===== src/rtl/serial_rx_ctrl.sv =====
// Serial receive frame controller: it synchronises the line, times mid-bit samples from a baud
// counter, assembles LSB-first words and delivers them through a valid/ready holding register.
module serial_rx_ctrl #(
  parameter int DIV      = 16,
  parameter int BIT_SIZE = 8
) (
  input  logic                clk,
  input  logic                i_sclr_n,
  input  logic                i_dat,
  input  logic                i_ready,
  output logic [BIT_SIZE-1:0] o_dat,
  output logic                o_valid,
  output logic                o_busy,
  output logic                o_frame_err,
  output logic                o_overrun
);

  localparam int CNT_W = $clog2(DIV);
  localparam int BC_W  = $clog2(BIT_SIZE) + 1;
  localparam logic [CNT_W-1:0] HALF_TERM = CNT_W'(DIV / 2 - 1);
  localparam logic [CNT_W-1:0] FULL_TERM = CNT_W'(DIV - 1);
  localparam logic [BC_W-1:0]  LAST_BIT  = BC_W'(BIT_SIZE - 1);

  typedef enum logic [1:0] {IDLE, START, DATA, STOP} state_t;

  state_t              state, state_nxt;
  logic                sync_p0, sync_p1, s_dat;
  logic [CNT_W-1:0]    baud_cnt;
  logic [BC_W-1:0]     bit_cnt;
  logic [BIT_SIZE-1:0] shift_q;
  logic                tick, shift_en, bit_clr, good_stop, bad_stop;
  logic                vld_p1;

  // Stage p0/p1: two-flop synchroniser; the line idles high, so reset to 1.
  always_ff @(posedge clk or negedge i_sclr_n) begin
    if (!i_sclr_n) begin
      sync_p0 <= 1'b1;
      sync_p1 <= 1'b1;
    end else begin
      sync_p0 <= i_dat;
      sync_p1 <= sync_p0;
    end
  end

  assign s_dat  = sync_p1;
  assign o_busy = (state != IDLE);

  always_comb begin
    tick      = 1'b0;
    state_nxt = state;
    shift_en  = 1'b0;
    bit_clr   = 1'b0;
    good_stop = 1'b0;
    bad_stop  = 1'b0;
    case (state)
      START:      tick = (baud_cnt == HALF_TERM);
      DATA, STOP: tick = (baud_cnt == FULL_TERM);
      default:    tick = 1'b0;
    endcase
    case (state)
      IDLE: if (!s_dat) state_nxt = START;
      START: begin
        if (tick) begin
          if (!s_dat) begin
            state_nxt = DATA;
            bit_clr   = 1'b1;
          end else begin
            state_nxt = IDLE;
          end
        end
      end
      DATA: begin
        if (tick) begin
          shift_en = 1'b1;
          if (bit_cnt == LAST_BIT) state_nxt = STOP;
        end
      end
      STOP: begin
        if (tick) begin
          state_nxt = IDLE;
          good_stop = s_dat;
          bad_stop  = !s_dat;
        end
      end
      default: state_nxt = IDLE;
    endcase
  end

  // Counter restarts on every state change and on each tick, and rests at zero in IDLE.
  always_ff @(posedge clk or negedge i_sclr_n) begin
    if (!i_sclr_n) begin
      state    <= IDLE;
      baud_cnt <= '0;
      bit_cnt  <= '0;
      shift_q  <= '0;
    end else begin
      state <= state_nxt;
      if (state_nxt != state || tick || state == IDLE) baud_cnt <= '0;
      else                                             baud_cnt <= baud_cnt + CNT_W'(1);
      if (bit_clr)       bit_cnt <= '0;
      else if (shift_en) bit_cnt <= bit_cnt + BC_W'(1);
      if (shift_en) shift_q <= {s_dat, shift_q[BIT_SIZE-1:1]};
    end
  end

  // Stage p1: a good stop sample is applied to the holding register one edge later.
  always_ff @(posedge clk or negedge i_sclr_n) begin
    if (!i_sclr_n) begin
      vld_p1      <= 1'b0;
      o_frame_err <= 1'b0;
      o_overrun   <= 1'b0;
      o_valid     <= 1'b0;
      o_dat       <= '0;
    end else begin
      vld_p1      <= good_stop;
      o_frame_err <= bad_stop;
      o_overrun   <= vld_p1 && o_valid && !i_ready;
      if (vld_p1 && (!o_valid || i_ready)) begin
        o_dat   <= shift_q;
        o_valid <= 1'b1;
      end else if (o_valid && i_ready) begin
        o_valid <= 1'b0;
      end
    end
  end

endmodule


===== config.mk =====
export PLATFORM = sky130hd
export DESIGN_NAME = serial_rx_ctrl
export DESIGN_NICKNAME = d
export VERILOG_FILES = /design/src/rtl/serial_rx_ctrl.sv
export SDC_FILE = /design/constraint.sdc
export NUM_CORES = 1
export LEC_CHECK = 0
export BUFFER_PORTS_ARGS = -buffer_cell sky130_fd_sc_hd__buf_4
export CORE_MARGIN = 4
export CORE_UTILIZATION = 55
export DETAILED_ROUTE_END_ITERATION = 16
export GPL_ROUTABILITY_DRIVEN = 0
export PLACE_DENSITY = 0.76
export SYNTH_ARGS = -nofsm -noshare
export SYNTH_HDL_FRONTEND = slang
export SYNTH_SLANG_ARGS = --single-unit

===== constraint.sdc =====
create_clock -name clk -period 1.9 [get_ports clk]
set_input_delay 0.285 -clock clk [delete_from_list [all_inputs] [get_ports clk]]
set_output_delay 0.285 -clock clk [all_outputs]
set_load 0.05 [all_outputs]

Word-level counts from Yosys, hierarchy flattened
Cells that the tools add are included.
{"block": "classes", "n_addsub": 2, "muxes": 22, "n_eq_ne": 7, "reduce_logical": 15}
{"cell": "two-way mux 2 bit", "count": 6}
{"cell": "two-way mux 4 bit", "count": 3}
{"cell": "two-way mux 1 bit", "count": 11}
{"cell": "adder 4 x 1 -> 4 bit, second input constant", "count": 2}
{"cell": "equality test 4 x 3 -> 1 bit, second input constant", "count": 2}
{"cell": "one-hot mux 2 bit (4 select lines)", "count": 1}
{"cell": "nonzero test 2 bit", "count": 3}
{"cell": "equality test 2 bit, second input constant", "count": 2}
{"cell": "equality test 4 bit, second input constant", "count": 1}
{"cell": "logical AND 1 bit", "count": 4}
{"cell": "zero test 1 bit", "count": 3}
{"cell": "logical OR 1 bit", "count": 3}
{"cell": "equality test 2 x 1 -> 1 bit, second input constant", "count": 1}
{"cell": "zero test 2 bit", "count": 1}
{"cell": "!= test 2 bit", "count": 1}
{"cell": "one-hot mux 1 bit (2 select lines)", "count": 1}
{"cell": "OR reduction 2 bit", "count": 1}
{"block": "totals", "regBits": 32, "inputBits": 4}

Depth between registers and ports, before layout
{"block": "depth", "word_depth": 9, "depth_mapped": 4}

Worst setup path before layout
OpenSTA, ideal clock, no wires.
{"block": "synth_path", "path_type": "register to register", "from": "register baud_cnt[0]", "to": "register shift_q[0]", "synth_period_minus_slack_ns": 1.535, "path_slack_ns": 0.365, "required_time_ns": 1.775, "path_stages_with_launch": 5, "arrival_ns": 1.410, "cell_sequence": "dfrtp_1 -> ha_1 -> nand4_4 -> nor2_2 -> mux2_2"}
{"block": "synth_via", "elab_chain_len": 4}
{"item": "start, declared", "line": "28", "source": "logic [CNT_W-1:0] baud_cnt;"}
{"item": "start signal, assigned", "line": "99", "source": "else baud_cnt <= baud_cnt + CNT_W'(1);"}
{"item": "equality test 4 bit / equality test 4 x 3 -> 1 bit (equally long branches)", "line": "57, 56"}
{"item": "one-hot mux 1 bit (2 select lines) (*)", "line": "55", "source": "case (state)"}
{"item": "two-way mux 1 bit (*)", "line": "73", "source": "if (tick) begin"}
{"item": "two-way mux 1 bit (*)", "line": "60", "source": "case (state)"}
{"item": "end signal, assigned", "line": "102", "source": "if (shift_en) shift_q <= {s_dat, shift_q[BIT_SIZE-1:1]};"}
{"item": "end, declared", "line": "30", "source": "logic [BIT_SIZE-1:0] shift_q;"}
Every way passes the cells marked *; elsewhere a longest branch is shown, timed or not.
A chain may end at the register's enable or synchronous reset.

Worst setup path after layout
{"block": "layout_path", "from": "register baud_cnt[0]", "to": "register shift_q[4]"}
The elaborated chain is that of the path after synthesis.

==> impl_results.md <==
- Status: complete, no violations
- Initial DRC Count: 21
- Via count: 838
- Top cells by area, synth: dfrtp_1 (57%), mux2_2 (14%), dfstp_2 (4.0%), a21oi_1 (2.3%), ha_1 (1.9%)
- Area grow syn2layout: 14.3%
- P_int: 0.972 mW
- Main flop type after synthesis: dfrtp_1
- Clk sinks: 32
- Hold Crit Class: input port to flip-flop
- Ys Warns: 0
- RSZ-0062 raised after global routing: false
- TNS Setup: 0 ns
- Actual slew at the worst max-slew pin: 0.384 ns
- DR pass1 iterations: 4
- NetSw: 0.425 mW
- Static Leakage: 0.748 nW
- Switching share of power: 0.304
- Hold Path Origin: i_dat
- Synth Area in Simple Gates: 0.113
- Relative slew margins: 0.744
- Synth Area in XOR/XNOR: 0.0133
- Critical-path maximum fanout: 8
- Initial Util: 0.585
- Die area: 0.00325 sq mm
- Post-synthesis sequential area ratio: 0.609
- Hold Path Cell Cnt: 1
- MaxCap Viol Count: 0
- Row cnt: 17
- Cell taking the most area after synthesis: dfrtp_1
- Core footprint: 0.00225 sq mm
- I/O Pins: 16
- Die X: 57.0 microns
- Critical Path RT: 2.12 ns
- Commonest cells in the netlist: dfrtp_1 (30), mux2_2 (16), a21oi_1 (6), nand2_1 (6), nand3_1 (4)
- EDFF count, synth: 0
- Clock Power Share: 0.250
- Routed Antenna Nets: 0
- Fin. max-slew vios: 0
- Post-Syn Instances: 100
- Critical Path AT: 1.91 ns
- Synth Area in Compound Gates: 0.0796
- Net count reported at finish: 125
- Largest family of logic cells by synthesized area: multiplexers
- First-pass GRT wire length: 3.73 mm
- CTS root buffer: clkbuf_4
- Number of synthesized register bits: 32
- Final instance area: 0.00151 sq mm
- Residual DRC count: 0
- Hpwl dp: 1.47 mm
- Layout cells sized above 1: 0.358
- Register share of total power: 0.598
- Fin crit period: 1.69 ns
- TritonCTS buffer count: 5
- Post-synth ARST share: 1.00
- Routed len/inst: 14.4 microns
- Vias in the first global route: 830
- Worst-case vdd ir drop: 0.843 mV
- Count of different cell masters after synthesis: 33
- Pin count of the biggest net entering global routing: 33
- Clock transition at path regs: 0.09 ns
- Number of H-tree branching levels: 2
- Fin. Hold Viols: 0
- Port bufs: 15
- Antenna fix cells: 0
- Mapped Area: 0.00132 sq mm
- Final setup violating endpoints: 0
- CTS resizes: 0
- DIE HEIGHT: 57.0 microns
- Initial antenna violation count: 0
- Mux share of post-synthesis cell area: 0.144
- Congestion Overflow GR: 0
- Post-Synth Adder-Cell Area: 0.0190
- RR Startpoint: baud_cnt[0]
- Comb pwr share: 0.152
- Vias per inst: 5.66
- Syn_nets: 106
- R2r worst-path depth: 4
- Gr usage total: 0.153
- Worst R2R End: shift_q[4]
- Cell Area, Placed: 0.00145 sq mm
- Routed WL: 2.13 mm
- Mean area per synthesized cell: 13.2 sq um
- CP endpoint kind: flip-flop
- Hold buffers post-CTS: 1
- Kind of critical path: flip-flop to flip-flop
- Pwr Density: 926 mW/mm^2
- Setup Skew: 0.0100 ns
- Post-CTS setup buffers: 0
- Startpoint types: flip-flop
- FF-to-FF setup slack: 0.21 ns
- Worst Hold End: sync_p0
- Clock Path Buffers: 2
- CTS tree: yes
- Max Clk Rate: 0.591 GHz
- Worst-Skew Late Latency: 0.32 ns
- Share of the synthesized area in the top cell type: 0.569
- Most frequent cell after synthesis: dfrtp_1
- Final period utilization: 0.891
==> through the flow <==
stage | power (mW) | worst slack, ns | utilization | hold slack [ns] | std cells
finish | 1.40 | 0.207 | 0.669 | 0.0644 | 148
global route | 1.50 | 0.0697 | 0.669 | 0.0268 | 148
CTS | 1.42 | 0.203 | 0.669 | 0.0483 | 148
detailed placement | 1.06 | 0.213 | 0.643 | 0.240 | 139
global placement | 1.05 | 0.248 | 0.643 | 0.236 | 139
floorplan | 1.01 | 0.365 | - | -0.0106 | 100
==> worst max path at each step <==
| stage | from | to | slack (ns) | cells after the start |
|---|---|---|---|---|
| 6_report | baud_cnt[0] | shift_q[4] | 0.21 | 4 |
| 5_1_grt | baud_cnt[0] | shift_q[4] | 0.07 | 4 |
| 4_1_cts | baud_cnt[0] | shift_q[4] | 0.20 | 4 |
| 3_5_place_dp | baud_cnt[0] | shift_q[4] | 0.21 | 4 |
| 3_3_place_gp | baud_cnt[0] | shift_q[1] | 0.25 | 4 |
| 2_1_floorplan | baud_cnt[0] | shift_q[0] | 0.37 | 4 |
==> layout by cell type (no fill, tap or decap) <==
| cell type | netlist | final |
|---|---|---|
| dfrtp_1 | 30 | 30 |
| mux2_2 | 16 | 16 |
| buf_4 | 0 | 15 |
| nand2_1 | 6 | 6 |
| a21oi_1 | 6 | 6 |
| clkbuf_4 | 0 | 5 |
| nand3_1 | 4 | 4 |
| inv_1 | 3 | 3 |
| nand2b_1 | 3 | 3 |
| nor3_1 | 2 | 2 |
| o21ai_0 | 2 | 2 |
| o31ai_1 | 2 | 2 |
| ha_1 | 2 | 2 |
| clkbuf_1 | 1 | 2 |
| dfstp_2 | 2 | 2 |
| nand4b_1 | 1 | 1 |
| a2bb2oi_1 | 1 | 1 |
| o211ai_1 | 1 | 1 |
| xnor2_1 | 1 | 1 |
| a21boi_0 | 1 | 1 |
| o32ai_1 | 1 | 1 |
| nor2b_1 | 1 | 1 |
| a211oi_1 | 1 | 1 |
| a221o_1 | 1 | 1 |
| nor2_1 | 1 | 1 |
| xor2_1 | 1 | 1 |
| nand4_4 | 1 | 1 |
| and4_2 | 1 | 1 |
| and3_1 | 1 | 1 |
| or3_2 | 1 | 1 |
| nor2_2 | 1 | 1 |
| or4_1 | 1 | 1 |
| mux2i_1 | 1 | 1 |
| clkinv_2 | 0 | 1 |
| dlygate4sd3_1 | 0 | 1 |
==> layout make-up <==
| class | instances | area [sq um] |
|---|---|---|
| Clock buffer | 7 | 45.0 |
| Inverter | 3 | 11.3 |
| Sequential cell | 32 | 803 |
| Multi-Input combinational cell | 61 | 487 |
| Timing Repair Buffer | 16 | 123 |
| Fill cell | 186 | 746 |
| Clock inverter | 1 | 5.00 |
| Tap cell | 28 | 35.0 |
==> routing by layer <==
metal | global-route usage | vias to the layer above | routed length, microns
met2 | 0.233 | 25 | 1040
met4 | 0.0596 | 0 | 39
li1 | - | 395 | -
met1 | 0.187 | 412 | 924
met3 | 0.0769 | 6 | 126
met5 | 0 | - | 0
==> power groups by stage <==
| stage | combinational [mW] | clock [mW] | sequential [mW] |
|---|---|---|---|
| 3_3_place_gp | 0.205 | 0 | 0.845 |
| 5_1_grt | 0.249 | 0.401 | 0.849 |
| 3_5_place_dp | 0.213 | 0 | 0.849 |
| 2_1_floorplan | 0.241 | 0 | 0.772 |
| 4_1_cts | 0.216 | 0.366 | 0.835 |
| 6_report | 0.212 | 0.350 | 0.836 |
==> flip-flops by register name, indices dropped and copies added (netlist names) <==
signal	flops
s_dat	1
baud_cnt	4
sync_p0	1
bit_cnt	4
o_overrun	1
vld_p1	1
o_dat	8
state	2
o_valid	1
o_frame_err	1
shift_q	8
==> critical path, cell delays in order (launching register included) <==
cell	delay (ns)
dfrtp_1	0.38
ha_1	0.31
nand4_4	0.17
nor2_2	0.34
mux2_2	0.38
==> logic make-up after synthesis <==
logic type | after synthesis
mux | 17
buf+inv | 7
compound gates | 16
simple gates | 24
xor+xnor | 2
fa+ha+maj | 2
flops | 32
Power figures use the tool's default switching activity.
